<file path="src/rtl/data_mem_wb_pkg.sv">
// rtl/data_mem_wb_pkg.sv - shared types and constants for the CPU data-memory path
package cpu_mem_pkg;

  localparam int DEF_DATA_W = 32;
  localparam int DEF_ADDR_W = 32;

  localparam logic [1:0] ST_IDLE = 2'd0;
  localparam logic [1:0] ST_WR   = 2'd1;
  localparam logic [1:0] ST_RD   = 2'd2;

  typedef struct packed {
    logic [DEF_ADDR_W-1:0] addr;
    logic [DEF_DATA_W-1:0] data;
  } wb_entry_t;

endpackage

</file>
<file path="src/rtl/data_mem_wb_if.sv">
// rtl/data_mem_wb_if.sv - start/done bus between the data-memory path and the arbiter
interface data_mem_wb_if
  import cpu_mem_pkg::*;
#(
  parameter int DATA_W = DEF_DATA_W,
  parameter int ADDR_W = DEF_ADDR_W
);

  logic [ADDR_W-1:0] bus_addr;
  logic [DATA_W-1:0] bus_data;
  logic              bus_we;
  logic              bus_start;
  logic [DATA_W-1:0] bus_q;
  logic              bus_done;

  modport master (
    output bus_addr, bus_data, bus_we, bus_start,
    input  bus_q, bus_done
  );

  modport slave (
    input  bus_addr, bus_data, bus_we, bus_start,
    output bus_q, bus_done
  );

endinterface

</file>
<file path="src/rtl/data_mem_wb_wb_fifo.sv">
// rtl/data_mem_wb_wb_fifo.sv - circular posted-write buffer with age-ordered entry view
module wb_fifo
  import cpu_mem_pkg::*;
#(
  parameter int DATA_W = DEF_DATA_W,
  parameter int ADDR_W = DEF_ADDR_W,
  parameter int DEPTH  = 4
) (
  input  logic                       clk,
  input  logic                       reset,
  input  logic                       push,
  input  logic [ADDR_W-1:0]          push_addr,
  input  logic [DATA_W-1:0]          push_data,
  input  logic                       pop,
  output logic [ADDR_W-1:0]          head_addr,
  output logic [DATA_W-1:0]          head_data,
  output logic [$clog2(DEPTH):0]     count,
  output logic                       full,
  output logic                       empty,
  output logic [DEPTH-1:0]           ent_valid,
  output logic [DEPTH*ADDR_W-1:0]    ent_addr,
  output logic [DEPTH*DATA_W-1:0]    ent_data
);

  localparam int PW = $clog2(DEPTH);
  localparam int CW = PW + 1;

  logic [ADDR_W-1:0] addr_mem [DEPTH];
  logic [DATA_W-1:0] data_mem [DEPTH];
  logic [PW-1:0]     wr_ptr;
  logic [PW-1:0]     rd_ptr;

  always_ff @(posedge clk) begin
    if (push) begin
      addr_mem[wr_ptr] <= push_addr;
      data_mem[wr_ptr] <= push_data;
    end
  end

  always_ff @(posedge clk or negedge reset) begin
    if (!reset) begin
      wr_ptr <= '0;
      rd_ptr <= '0;
      count  <= '0;
    end else begin
      if (push) wr_ptr <= wr_ptr + PW'(1);
      if (pop)  rd_ptr <= rd_ptr + PW'(1);
      if (push && !pop)      count <= count + CW'(1);
      else if (!push && pop) count <= count - CW'(1);
    end
  end

  assign full      = (count == CW'(DEPTH));
  assign empty     = (count == '0);
  assign head_addr = addr_mem[rd_ptr];
  assign head_data = data_mem[rd_ptr];

  // Entry k is the k-th oldest, so the highest valid matching k is the youngest store.
  for (genvar k = 0; k < DEPTH; k++) begin : g_age
    logic [PW-1:0] slot;
    assign slot                          = rd_ptr + PW'(k);
    assign ent_valid[k]                  = (CW'(k) < count);
    assign ent_addr[k*ADDR_W +: ADDR_W]  = addr_mem[slot];
    assign ent_data[k*DATA_W +: DATA_W]  = data_mem[slot];
  end

endmodule

</file>
<file path="src/rtl/data_mem_wb.sv">
// rtl/data_mem_wb.sv - data-memory interface with posted-write buffer and store forwarding
module data_mem_wb
  import cpu_mem_pkg::*;
#(
  parameter int DATA_W   = DEF_DATA_W,
  parameter int ADDR_W   = DEF_ADDR_W,
  parameter int WB_DEPTH = 4
) (
  input  logic              clk,
  input  logic              reset,
  input  logic [ADDR_W-1:0] addr,
  input  logic              we,
  input  logic              re,
  input  logic [DATA_W-1:0] data,
  output logic [DATA_W-1:0] q,
  output logic              busy,
  input  logic              clear,
  input  logic              hold,
  output logic              drained,
  data_mem_wb_if.master     bus
);

  localparam int CW = $clog2(WB_DEPTH) + 1;

  logic                       acc_we, acc_re, push, pop, rd_done;
  logic                       full, empty, hit;
  logic [CW-1:0]              count;
  logic [ADDR_W-1:0]          head_addr, rd_addr;
  logic [DATA_W-1:0]          head_data, fwd_data, qreg;
  logic [WB_DEPTH-1:0]        ent_valid;
  logic [WB_DEPTH*ADDR_W-1:0] ent_addr;
  logic [WB_DEPTH*DATA_W-1:0] ent_data;
  logic [1:0]                 state, state_nxt;
  logic                       unused_clear;

  // Posted writes are never dropped, so a flush has nothing to cancel here.
  assign unused_clear = clear;

  assign acc_we  = we & ~hold;
  assign acc_re  = re & ~hold & ~we;
  assign push    = acc_we & ~full;
  assign pop     = (state == ST_WR) & bus.bus_done;
  assign rd_done = (state == ST_RD) & bus.bus_done;

  wb_fifo #(
    .DATA_W (DATA_W),
    .ADDR_W (ADDR_W),
    .DEPTH  (WB_DEPTH)
  ) u_fifo (
    .clk       (clk),
    .reset     (reset),
    .push      (push),
    .push_addr (addr),
    .push_data (data),
    .pop       (pop),
    .head_addr (head_addr),
    .head_data (head_data),
    .count     (count),
    .full      (full),
    .empty     (empty),
    .ent_valid (ent_valid),
    .ent_addr  (ent_addr),
    .ent_data  (ent_data)
  );

  always_comb begin
    hit      = 1'b0;
    fwd_data = '0;
    for (int k = 0; k < WB_DEPTH; k++) begin
      if (ent_valid[k] && ent_addr[k*ADDR_W +: ADDR_W] == addr) begin
        hit      = 1'b1;
        fwd_data = ent_data[k*DATA_W +: DATA_W];
      end
    end
  end

  // Entering WR on the enqueue edge starts the drain in the very next cycle.
  always_comb begin
    state_nxt = state;
    case (state)
      ST_IDLE: begin
        if (!empty || push)        state_nxt = ST_WR;
        else if (acc_re && !hit)   state_nxt = ST_RD;
      end
      ST_WR: begin
        if (bus.bus_done) state_nxt = (count > CW'(1) || push) ? ST_WR : ST_IDLE;
      end
      ST_RD: begin
        if (bus.bus_done) state_nxt = ST_IDLE;
      end
      default: state_nxt = ST_IDLE;
    endcase
  end

  always_ff @(posedge clk or negedge reset) begin
    if (!reset) begin
      state   <= ST_IDLE;
      rd_addr <= '0;
      qreg    <= '0;
    end else begin
      state <= state_nxt;
      if (state == ST_IDLE && empty && acc_re && !hit) rd_addr <= addr;
      if (acc_re && hit)  qreg <= fwd_data;
      else if (rd_done)   qreg <= bus.bus_q;
    end
  end

  assign bus.bus_start = (state != ST_IDLE) & ~bus.bus_done;
  assign bus.bus_we    = (state == ST_WR);
  assign bus.bus_addr  = (state == ST_WR) ? head_addr :
                         (state == ST_RD) ? rd_addr : '0;
  assign bus.bus_data  = (state == ST_WR) ? head_data : '0;

  assign busy    = acc_we ? full : (acc_re ? ~(hit | rd_done) : 1'b0);
  assign q       = (acc_re && hit) ? fwd_data : (rd_done ? bus.bus_q : qreg);
  assign drained = empty & (state == ST_IDLE);

endmodule
</file>
<file path="src/flat_wrapper.sv">
// flat-port wrapper written by rule: the top's interface ports become plain ports
module data_mem_wb_flat import cpu_mem_pkg::*;
#(
  parameter int DATA_W   = DEF_DATA_W,
  parameter int ADDR_W   = DEF_ADDR_W,
  parameter int WB_DEPTH = 4
)
  (clk, reset, addr, we, re, data, q, busy, clear, hold, drained, bus_bus_addr, bus_bus_data, bus_bus_we, bus_bus_start, bus_bus_q, bus_bus_done);
  data_mem_wb_if #(.DATA_W(DATA_W), .ADDR_W(ADDR_W)) bus_i ();
  input  logic clk;
  input  logic reset;
  input  logic [ADDR_W-1:0] addr;
  input  logic we;
  input  logic re;
  input  logic [DATA_W-1:0] data;
  output logic [DATA_W-1:0] q;
  output logic busy;
  input  logic clear;
  input  logic hold;
  output logic drained;
  output wire logic [$bits(bus_i.bus_addr)-1:0] bus_bus_addr;
  output wire logic [$bits(bus_i.bus_data)-1:0] bus_bus_data;
  output wire logic [$bits(bus_i.bus_we)-1:0] bus_bus_we;
  output wire logic [$bits(bus_i.bus_start)-1:0] bus_bus_start;
  input wire logic [$bits(bus_i.bus_q)-1:0] bus_bus_q;
  input wire logic [$bits(bus_i.bus_done)-1:0] bus_bus_done;
  assign bus_bus_addr = bus_i.bus_addr;
  assign bus_bus_data = bus_i.bus_data;
  assign bus_bus_we = bus_i.bus_we;
  assign bus_bus_start = bus_i.bus_start;
  assign bus_i.bus_q = bus_bus_q;
  assign bus_i.bus_done = bus_bus_done;
  data_mem_wb #(.DATA_W(DATA_W), .ADDR_W(ADDR_W), .WB_DEPTH(WB_DEPTH)) u_core (.clk(clk), .reset(reset), .addr(addr), .we(we), .re(re), .data(data), .q(q), .busy(busy), .clear(clear), .hold(hold), .drained(drained), .bus(bus_i));
endmodule
</file>
<file path="config.mk">
export PLATFORM = sky130hd
export DESIGN_NAME = data_mem_wb_flat
export DESIGN_NICKNAME = d
export VERILOG_FILES = /design/src/rtl/data_mem_wb_pkg.sv /design/src/rtl/data_mem_wb_if.sv /design/src/rtl/data_mem_wb_wb_fifo.sv /design/src/rtl/data_mem_wb.sv /design/src/flat_wrapper.sv
export SDC_FILE = /design/constraint.sdc
export NUM_CORES = 1
export LEC_CHECK = 0
export ABC_AREA = 0
export CELL_PAD_IN_SITES_DETAIL_PLACEMENT = 0
export CELL_PAD_IN_SITES_GLOBAL_PLACEMENT = 1
export CORE_AREA = 5 5 271 273
export DETAILED_ROUTE_END_ITERATION = 12
export DIE_AREA = 0 0 276 278
export PLACE_DENSITY = 0.65
export SETUP_SLACK_MARGIN = 0.3
export SYNTH_ARGS = -nofsm -noshare
export SYNTH_HDL_FRONTEND = slang
export SYNTH_HIERARCHICAL = 1
export SYNTH_SLANG_ARGS = --single-unit
</file>
<file path="constraint.sdc">
create_clock -name clk -period 5 [get_ports clk]
set_clock_uncertainty 0.15 [all_clocks]
set_input_delay 0.75 -clock clk [delete_from_list [all_inputs] [get_ports clk]]
set_output_delay 0.75 -clock clk [all_outputs]
set_load 0.1 [all_outputs]
</file>
==> results of run 1 <==
-- logic make-up (layout without fill, tap and decap cells) --
kind of cell | Yosys count | count (layout) | share of synthesized area [%]
adder cells (fa/ha/maj) | 9 | 9 | 0.538
AO/OA/AOI/OAI | 168 | 168 | 6.76
buffers and inverters | 237 | 486 | 7.32
flip-flops | 329 | 329 | 45.4
multiplexers | 289 | 289 | 29.3
XOR/XNOR | 134 | 134 | 5.60
AND/OR/NAND/NOR | 209 | 209 | 5.05
other | 0 | 2 | 0
-- through the flow --
step | area (µm²) | utilization [%] | TNS, ns | worst slack, ns
after global routing | 27400 | 38.6 | -14.11 | -0.491
after floorplan | 21000 | - | -2.18 | -0.0728
after CTS | 26900 | 37.9 | -9.60 | -0.348
final | 27400 | 38.6 | -10.14 | -0.371
after detailed placement | 24100 | 34.0 | -2.55 | -0.193
after global placement | 24100 | 34.0 | -3.64 | -0.235
-- critical path, cell delays in order, from the launching register on --
cell,delay (ns)
sky130_fd_sc_hd__dfrtp_4,0.54
sky130_fd_sc_hd__buf_12,0.16
sky130_fd_sc_hd__buf_16,0.14
sky130_fd_sc_hd__buf_12,0.13
sky130_fd_sc_hd__mux4_2,0.49
sky130_fd_sc_hd__xor2_4,0.20
sky130_fd_sc_hd__nor4_2,0.28
sky130_fd_sc_hd__nand4_1,0.17
sky130_fd_sc_hd__or3_4,0.46
sky130_fd_sc_hd__nor3b_4,0.22
sky130_fd_sc_hd__buf_12,0.16
sky130_fd_sc_hd__buf_6,0.11
sky130_fd_sc_hd__buf_12,0.12
sky130_fd_sc_hd__a221oi_2,0.07
sky130_fd_sc_hd__o31ai_2,0.32
sky130_fd_sc_hd__clkbuf_16,0.27
-- power by group through the flow --
stage          clock [µW]  sequential, µW  combinational, µW
2_1_floorplan           0            3570               8040
3_3_place_gp            0            3630               9590
3_5_place_dp            0            3670               9600
4_1_cts              3240            3620              10400
5_1_grt              3350            3670              10900
6_report             3150            3630              10400
-- layout make-up --
class / count / area, µm² / area share [%]
inverters: 40 / 150 / 0.548
clock inverters: 21 / 295 / 1.08
multi-input cells: 809 / 10800 / 39.3
well taps: 950 / 1190 / 4.34
diodes: 2 / 5.00 / 0.0183
clock buffers: 57 / 1170 / 4.26
repair buffers: 368 / 4300 / 15.7
flip-flops and latches: 329 / 9520 / 34.8
-- cells in the final DEF, fill, tap and decap left out, types with 12 or more instances in the layout --
master | synthesis | routed
sky130_fd_sc_hd__clkdlybuf4s50_1 | 0 | 110
sky130_fd_sc_hd__a221oi_4 | 0 | 12
sky130_fd_sc_hd__mux4_2 | 256 | 256
sky130_fd_sc_hd__xnor2_1 | 60 | 54
sky130_fd_sc_hd__clkbuf_16 | 0 | 50
sky130_fd_sc_hd__mux2_2 | 14 | 14
sky130_fd_sc_hd__a21o_1 | 33 | 33
sky130_fd_sc_hd__a22o_1 | 32 | 32
sky130_fd_sc_hd__nor2_1 | 39 | 37
sky130_fd_sc_hd__and2_1 | 38 | 34
sky130_fd_sc_hd__xor2_1 | 74 | 66
sky130_fd_sc_hd__inv_1 | 40 | 40
sky130_fd_sc_hd__buf_4 | 72 | 160
sky130_fd_sc_hd__buf_6 | 40 | 13
sky130_fd_sc_hd__o31ai_2 | 30 | 19
sky130_fd_sc_hd__nand4_1 | 14 | 14
sky130_fd_sc_hd__edfxtp_1 | 256 | 256
sky130_fd_sc_hd__a221oi_2 | 0 | 19
sky130_fd_sc_hd__mux2_1 | 18 | 18
sky130_fd_sc_hd__o21ai_2 | 0 | 16
sky130_fd_sc_hd__dfrtp_1 | 73 | 71
sky130_fd_sc_hd__nand2_1 | 69 | 69
sky130_fd_sc_hd__o31ai_4 | 0 | 13
sky130_fd_sc_hd__buf_12 | 0 | 59
sky130_fd_sc_hd__o21ai_1 | 0 | 12
-- final timing paths --
path / start / endpoint / slack (ns) / cells past startpoint
setup / recovery: u_core/u_fifo/rd_ptr[0] / q[24] / -0.37 / 15
hold / removal: reset / u_core/qreg[25] / 0.07 / 1
setup reg to reg: u_core/u_fifo/rd_ptr[0] / u_core/rd_addr[22] / 0.75 / 17
hold reg to reg: u_core/rd_addr[8] / u_core/rd_addr[8] / 0.33 / 1
max in group asynchronous: reset / u_core/rd_addr[26] / 3.47 / 2
min in group clk: u_core/rd_addr[8] / u_core/rd_addr[8] / 0.33 / 1
-- per-layer routing --
metal,GRT usage [%],vias to the layer above
met3,3.36,72
met5,0,-
met2,27.8,494
met1,19.2,7004
met4,3.25,2
li1,-,5850
-- registers in the layout (all words and copies together), names as in the netlist --
| name | cells |
|---|---|
| u_core/u_fifo/addr_mem | 128 |
| u_core/u_fifo/data_mem | 128 |
| u_core/state | 2 |
| u_core/u_fifo/wr_ptr | 2 |
| u_core/qreg | 32 |
| u_core/rd_addr | 32 |
| u_core/u_fifo/count | 3 |
| u_core/u_fifo/rd_ptr | 2 |
-- what timing repair did --
item,in CTS,in global routing
cloned,12,5
gates resized for setup,117,67
pin swaps,33,22
setup endpoints to repair,33,45
buffers inserted,40,9
==> run summary, run 1 <==
The highest routing layer actually used is met5. Cell leakage power: 0.00963 µW. TritonCTS built the clock tree. The logs give 13,400 for the via total after detailed routing and 24,800 µm for the length of routed wiring on met1. Of the total power, the share spent switching nets is 45.1%. The tree is rooted in a sky130_fd_sc_hd__clkbuf_16. From bottom edge to top edge, the die measures 278 µm. After synthesis, the mean cell area works out to 15.2 µm².

The run gives -0.371 ns as the setup slack after layout. The analysis attributes to net switching a power of 7760 µW. Global routing used 15.4% of the available tracks.

For the worst setup path, the data arrival time is 4.47 ns. The residual DRC count is 0, and the wire length of the first global-routing pass is 90,300 µm. The proportion of register bits with asynchronous set or reset after synthesis is 22.2%. In this run the worst hold path is classified as in2async. The number of flops mapped to enable cells by yosys works out to 256.

The commonest cells after synthesis are sky130_fd_sc_hd__edfxtp_1 (256), sky130_fd_sc_hd__mux4_2 (256), sky130_fd_sc_hd__xor2_1 (74), sky130_fd_sc_hd__dfrtp_1 (73), sky130_fd_sc_hd__buf_4 (72). In this run the remaining antenna-violating nets after routing total 0. HPWL after detailed placement: 39,700 µm. The flow ran to the end, but the final reports show violations. After synthesis the cells add up to 20,900 µm². The critical path required time came out at 4.10 ns. Counting every instance in the synthesized netlist gives 1,375.

Per report_power, the combinational group accounts for 60.6% of the total. The clock network is responsible for 18.3% of the overall power. The run gives 43 as the number of distinct library cells after synthesis. In this run the core area contains 98 standard-cell rows. The transition at the pin with the smallest max-transition slack is 1.10 ns, and the area growth from synthesis to final layout is 30.8%. Entering global routing, the biggest net connects 65 pins. After synthesis, the cell types taking the most area are sky130_fd_sc_hd__edfxtp_1 (37%), sky130_fd_sc_hd__mux4_2 (28%), sky130_fd_sc_hd__dfrtp_1 (8.7%).

The run gives 1,487 as the synthesized netlist net count. VDD sags by at most 705 µV. Static timing analysis puts the maximum clock frequency at 186 MHz. Clock-pin slew was measured on the worst setup and hold paths at 0.06 ns. Most instantiated flip-flop cell in the synthesis netlist: sky130_fd_sc_hd__edfxtp_1.

The clock net in this run drives a total of 329 sinks. Hold is met by 0.0720 ns. The maximum clock path buffer count came out at 3. The run gives 26.1% as the max-slew headroom at the worst pin. The shortest period the worst path allows is 5.37 ns. Per-cell via count in the routed design: 5.21. Number of global-route vias before repair: 13,900. Summing the sequential cell areas from Yosys gives 45.4% of the chip area. The run gives 0 as the final number of max-transition violations. The run gives 17,200 µW as the total power of the final layout. For this design the top-level I/O count stands at 203. The tools report the type of element launching the critical path as a flop.

The kind of end point of the critical path is an output port. After the last flow step, the layout net total stands at 1,702. In this run the tool buffered the top-level ports with 201 buffer cells. The initial antenna violation count is 3, and the non-filler instance count after layout is 2,576. The layout has 6,641 filler cells.

The logs give 62,400 µm for the post-detailed-routing wire length and 21.1% for the part of the total power dissipated in sequential elements. The number of placed instances, taps included, is 2,430. Setup repair after global routing could not meet its margin everywhere. The run gives 0.58 ns as the clock insertion delay at the later pin of the skew report. Routability-driven placement finished with a final weighted congestion of 0.788. The internal cell power was 9430 µW. Across the run, the number of max-cap violations was 0.

In this run the number of H-tree levels came out at 2. The number of optimization iterations in the first detailed-route pass came out at 4. Summed over all nets, wire length on met3 after detailed routing comes to 4050 µm.

For this run, the number of Yosys warnings is 6. The number of failing hold endpoints at the final stage is 0. Synthesis inferred 329 register bits. For this configuration, the core starts out at a cell density of 29.6%. The share of synthesized area in the top cell type comes to 36.7%. Dividing the final minimum period by the clock period gives 107%. The power per unit of standard cell area is 628 nW/µm², and the width of the die is 276 µm. The floorplan step defined a core boundary enclosing 70,900 µm². The met2 routed wirelength was 32,300 µm. The fraction of layout instances using a drive strength above 1 was 44.5%. The run gives 42 as the clock buffer count from CTS.

Kind of critical path: reg2out. The detailed router finished its first iteration with 921 violations. Detailed-route wire length per cell: 24.2 µm. The final reports fail on negative setup slack.

Summed over all layers, the global routing overflow is 0. Of all cell types, the one taking the most synthesized area is sky130_fd_sc_hd__edfxtp_1. Along the worst path, the maximum fanout reaches 5. The total die area is 76,700 µm², and the count of hold-fix buffers inserted at cts is 0.

The final number of setup-violating endpoints came out at 33.
Note: power is estimated with default switching activity, not from simulation.
==> run 2: changes to the inputs <==
--- a/config.mk
+++ b/config.mk
@@ -11,6 +11,7 @@
 export CORE_AREA = 5 5 271 273
 export DETAILED_ROUTE_END_ITERATION = 12
 export DIE_AREA = 0 0 276 278
+export GPL_ROUTABILITY_DRIVEN = 0
 export PLACE_DENSITY = 0.65
 export SETUP_SLACK_MARGIN = 0.3
 export SYNTH_ARGS = -nofsm -noshare
==> results of run 2 <==
The final DEF is identical to that of run 1; final timing and power are the same.
==> run 3: changes to the inputs <==
--- a/config.mk
+++ b/config.mk
@@ -12,7 +12,8 @@
 export DETAILED_ROUTE_END_ITERATION = 12
 export DIE_AREA = 0 0 276 278
 export GPL_ROUTABILITY_DRIVEN = 0
-export PLACE_DENSITY = 0.65
+export MAX_ROUTING_LAYER = met4
+export PLACE_DENSITY = 0.59
 export SETUP_SLACK_MARGIN = 0.3
 export SYNTH_ARGS = -nofsm -noshare
 export SYNTH_HDL_FRONTEND = slang
==> run 3 against run 2 <==
  * The run still ends with negative setup slack left
  * Maximum frequency up 1.3%
  * Sequential cell count is the same
  * Combinational power about the same
  * First-iteration DRC count down 7.1%
  * Cell count increased by 0.58%
  * Critical path depth is 1 lower
  * Power decreased by 0.40%
  * Sequential share of layout area increased by 0.16 points
  * Utilization shrank 0.18 points
  * Global-route usage up 0.66 points
  * Clock-buffer cell count decreased by 2
  * Critical path type unchanged
  * Largest cell class unchanged
==> run summary, run 3 (synthesized netlist as in run 1, its figures left out) <==
After the first detailed-routing iteration, the DRC count stood at 856. For the row count, the log shows 98. The origin of the critical flop-to-flop path was u_core/u_fifo/rd_ptr[0]. The largest registers in the layout are u_core/u_fifo/addr_mem x128, u_core/u_fifo/data_mem x128. In this run the standard cell core region covers 70,900 µm². In this run the power density over the cells is 628 nW/µm².

The post-route clock period utilization came out at 106%. The fraction of met3 tracks used by global routing is 2.98%, and the non-filler instance count after layout is 2,591. Setup repair after global routing could not meet its margin everywhere. The count of hold-fix buffers inserted at cts was 0; the switching component of the power was 7610 µW. Once detailed placement completed, the half-perimeter wirelength came to 40,300 µm. For the pin with the worst max-slew slack, the measured transition is 1.06 ns.

Summed over all layers, the routed wires come to 62,500 µm. The per-cell via count in the routed design was 5.15; the met1 capacity usage during global routing was 19.8%. Clock latency on the worst-skew pair, taken at its later pin, is 0.56 ns.

The number of placed cells counting well taps was 2,461; the maximum fanout count along the critical path was 6. The flow ran to the end, but the final reports show violations. The net count of the finished layout is 1,717.

The maximum number of pins on one net before global-route repair came out at 131. The via total after detailed routing is 13,400, and the total global routing overflow is 0. The share of power burned in the clock network was 18.4%; the clock edge transition at the registers on the reported setup and hold paths was 0.06 ns. Counting both buffers and inverters, the worst setup path holds a total of 6. The width of the die was 276 µm. The area growth from synthesis to final layout is 30.2%. The number of port buffers was 201. Grouping stages by cell kind, the critical path spends the most delay in simple AND/OR/NAND/NOR gates. The worst min-delay path class was in2async.

The worst setup path is captured at an output port. The switching power share of the total was 44.4%; the worst supply voltage drop on vdd was 560 µV. The checks that failed: negative setup slack. The internal portion of the total power is 9510 µW. The tools report the type of element launching the critical path as a flop.

The slowest library cell on the worst path was sky130_fd_sc_hd__mux4_2. Largest incremental delay on the critical path: 0.57 ns. Data on the critical path arrives at its endpoint at 4.40 ns. For this configuration, the core starts out at a cell density of 29.6%. Before CTS, the worst setup slack after placement is 0.118 ns.

The initial antenna violation count is 6. met2 is the most crowded layer. For the cell leakage power, the log shows 0.00961 µW.

The tools report the part of the total power dissipated in sequential elements as 21.2%. The residual DRC count is 0. Combinational logic is responsible for 60.4% of the overall power. The tools report the setup slack after layout as -0.304 ns.

The detail route stage leaves a number of antenna-violating nets equal to 0. The total track usage is 16.1%. For the number of global-route vias before repair, the log shows 13,700.

The number of optimization iterations in the first detailed-route pass came out at 5. The first global-routing pass estimated 91,000 µm of wire. The max-slew headroom at the worst pin came out at 29.1%.

The detailed-route wire length per cell is 24.1 µm. The die extent in y is 278 µm. The cell with the most instances on the worst path is sky130_fd_sc_hd__buf_12. Counting along the longest clock path gives a buffer depth of 3.

The top-level I/O count was 203. The die covers 76,700 µm². Fraction of layout instances using a drive strength above 1: 43.9%. The final core area utilization is 38.5%. TritonCTS created 42 clock buffers. TritonCTS built the clock tree. The H-tree was split into 2 levels. Kind of critical path: reg2out. The run gives 4.10 ns as the critical path required time.

Final number of max-transition violations: 0. The clock net in this run drives a total of 329 sinks. The library cells used most frequently in the layout, excluding fill and tap cells, are sky130_fd_sc_hd__mux4_2 (256), sky130_fd_sc_hd__edfxtp_1 (256), sky130_fd_sc_hd__buf_4 (184). For this run, global-route usage on met2 was measured as 28.2%.

Timing would allow up to 189 MHz. Walking the worst path, the cells encountered are buf_12 -> mux4_2 -> xor2_4 -> nor4_2 -> buf_4 -> nand4_1 -> or3_4 -> nor3b_4 -> buf_12 -> buf_16 -> buf_12 -> a221oi_4 -> o31ai_4 -> clkbuf_16. Counting I/O delays and the setup requirement, the final critical path takes 5.30 ns.

In this run the worst setup path begins at u_core/u_fifo/rd_ptr[0]. Number of failing hold endpoints at the final stage: 0. For the max-cap check violation count, the log shows 0. CTS placed an instance of sky130_fd_sc_hd__clkbuf_16 at the clock tree root. Setup violations remaining at the end of the flow were counted as 32.
[run 3: path summary, 6_finish.rpt]
kind                                       to  slack [ns]  cells after the start
max in group asynchronous     u_core/qreg[16]        3.58                      2
hold reg to reg            u_core/rd_addr[29]        0.33                      1
setup reg to reg           u_core/rd_addr[20]        0.89                     14
hold / removal                u_core/state[1]        0.15                      1
min in group clk           u_core/rd_addr[29]        0.33                      1
setup / recovery                        q[26]       -0.30                     14
[run 3: worst register-to-register path: cells and delay by family (launching register included)]
kind / cells / cell delay (ns)
buf+inv: 6 / 1.29
simple gates: 5 / 0.77
xor+xnor: 1 / 0.32
mux: 2 / 0.91
flops: 1 / 0.55
[run 3: per-stage QoR]
stage	hold WS [ns]	area, µm²	total power, µW	TNS [ns]
floorplan	0.304	21000	11600	-2.18
global placement	0.318	24300	13500	0
detailed placement	0.326	24300	13500	0
CTS	0.140	26400	17100	-9.93
global route	0.184	27300	17900	-12.69
finish	0.146	27300	17100	-7.92
[run 3: what timing repair did]
| action | CTS | global route |
|---|---|---|
| endpoints found under the hold margin | 0 | 0 |
| pin swaps | 17 | 32 |
| endpoints found under the setup margin | 44 | 44 |
| gates resized for setup | 42 | 80 |
| gates cloned | 7 | 5 |
| buffers inserted | 17 | 21 |
[run 3: power by group through the flow]
stage / combinational [µW] / sequential (µW) / clock (µW)
6_report: 10300 / 3620 / 3150
5_1_grt: 10900 / 3670 / 3380
4_1_cts: 10200 / 3620 / 3270
3_5_place_dp: 9850 / 3660 / 0
3_3_place_gp: 9840 / 3640 / 0
2_1_floorplan: 8040 / 3570 / 0
[run 3: layer usage]
layer	routed length, µm	part of all wire, %
met5	0	0
met4	1060	1.7
met3	3320	5.3
met2	32800	52
met1	25300	41
[run 3: cell type report]
class	instances	area, µm²
well taps	950	1190
fillers	6688	43600
diodes	4	10.0
inverters	40	150
multi-input cells	809	10600
clock inverters	21	254
clock buffers	55	1190
flip-flops and latches	329	9520
repair buffers	383	4350
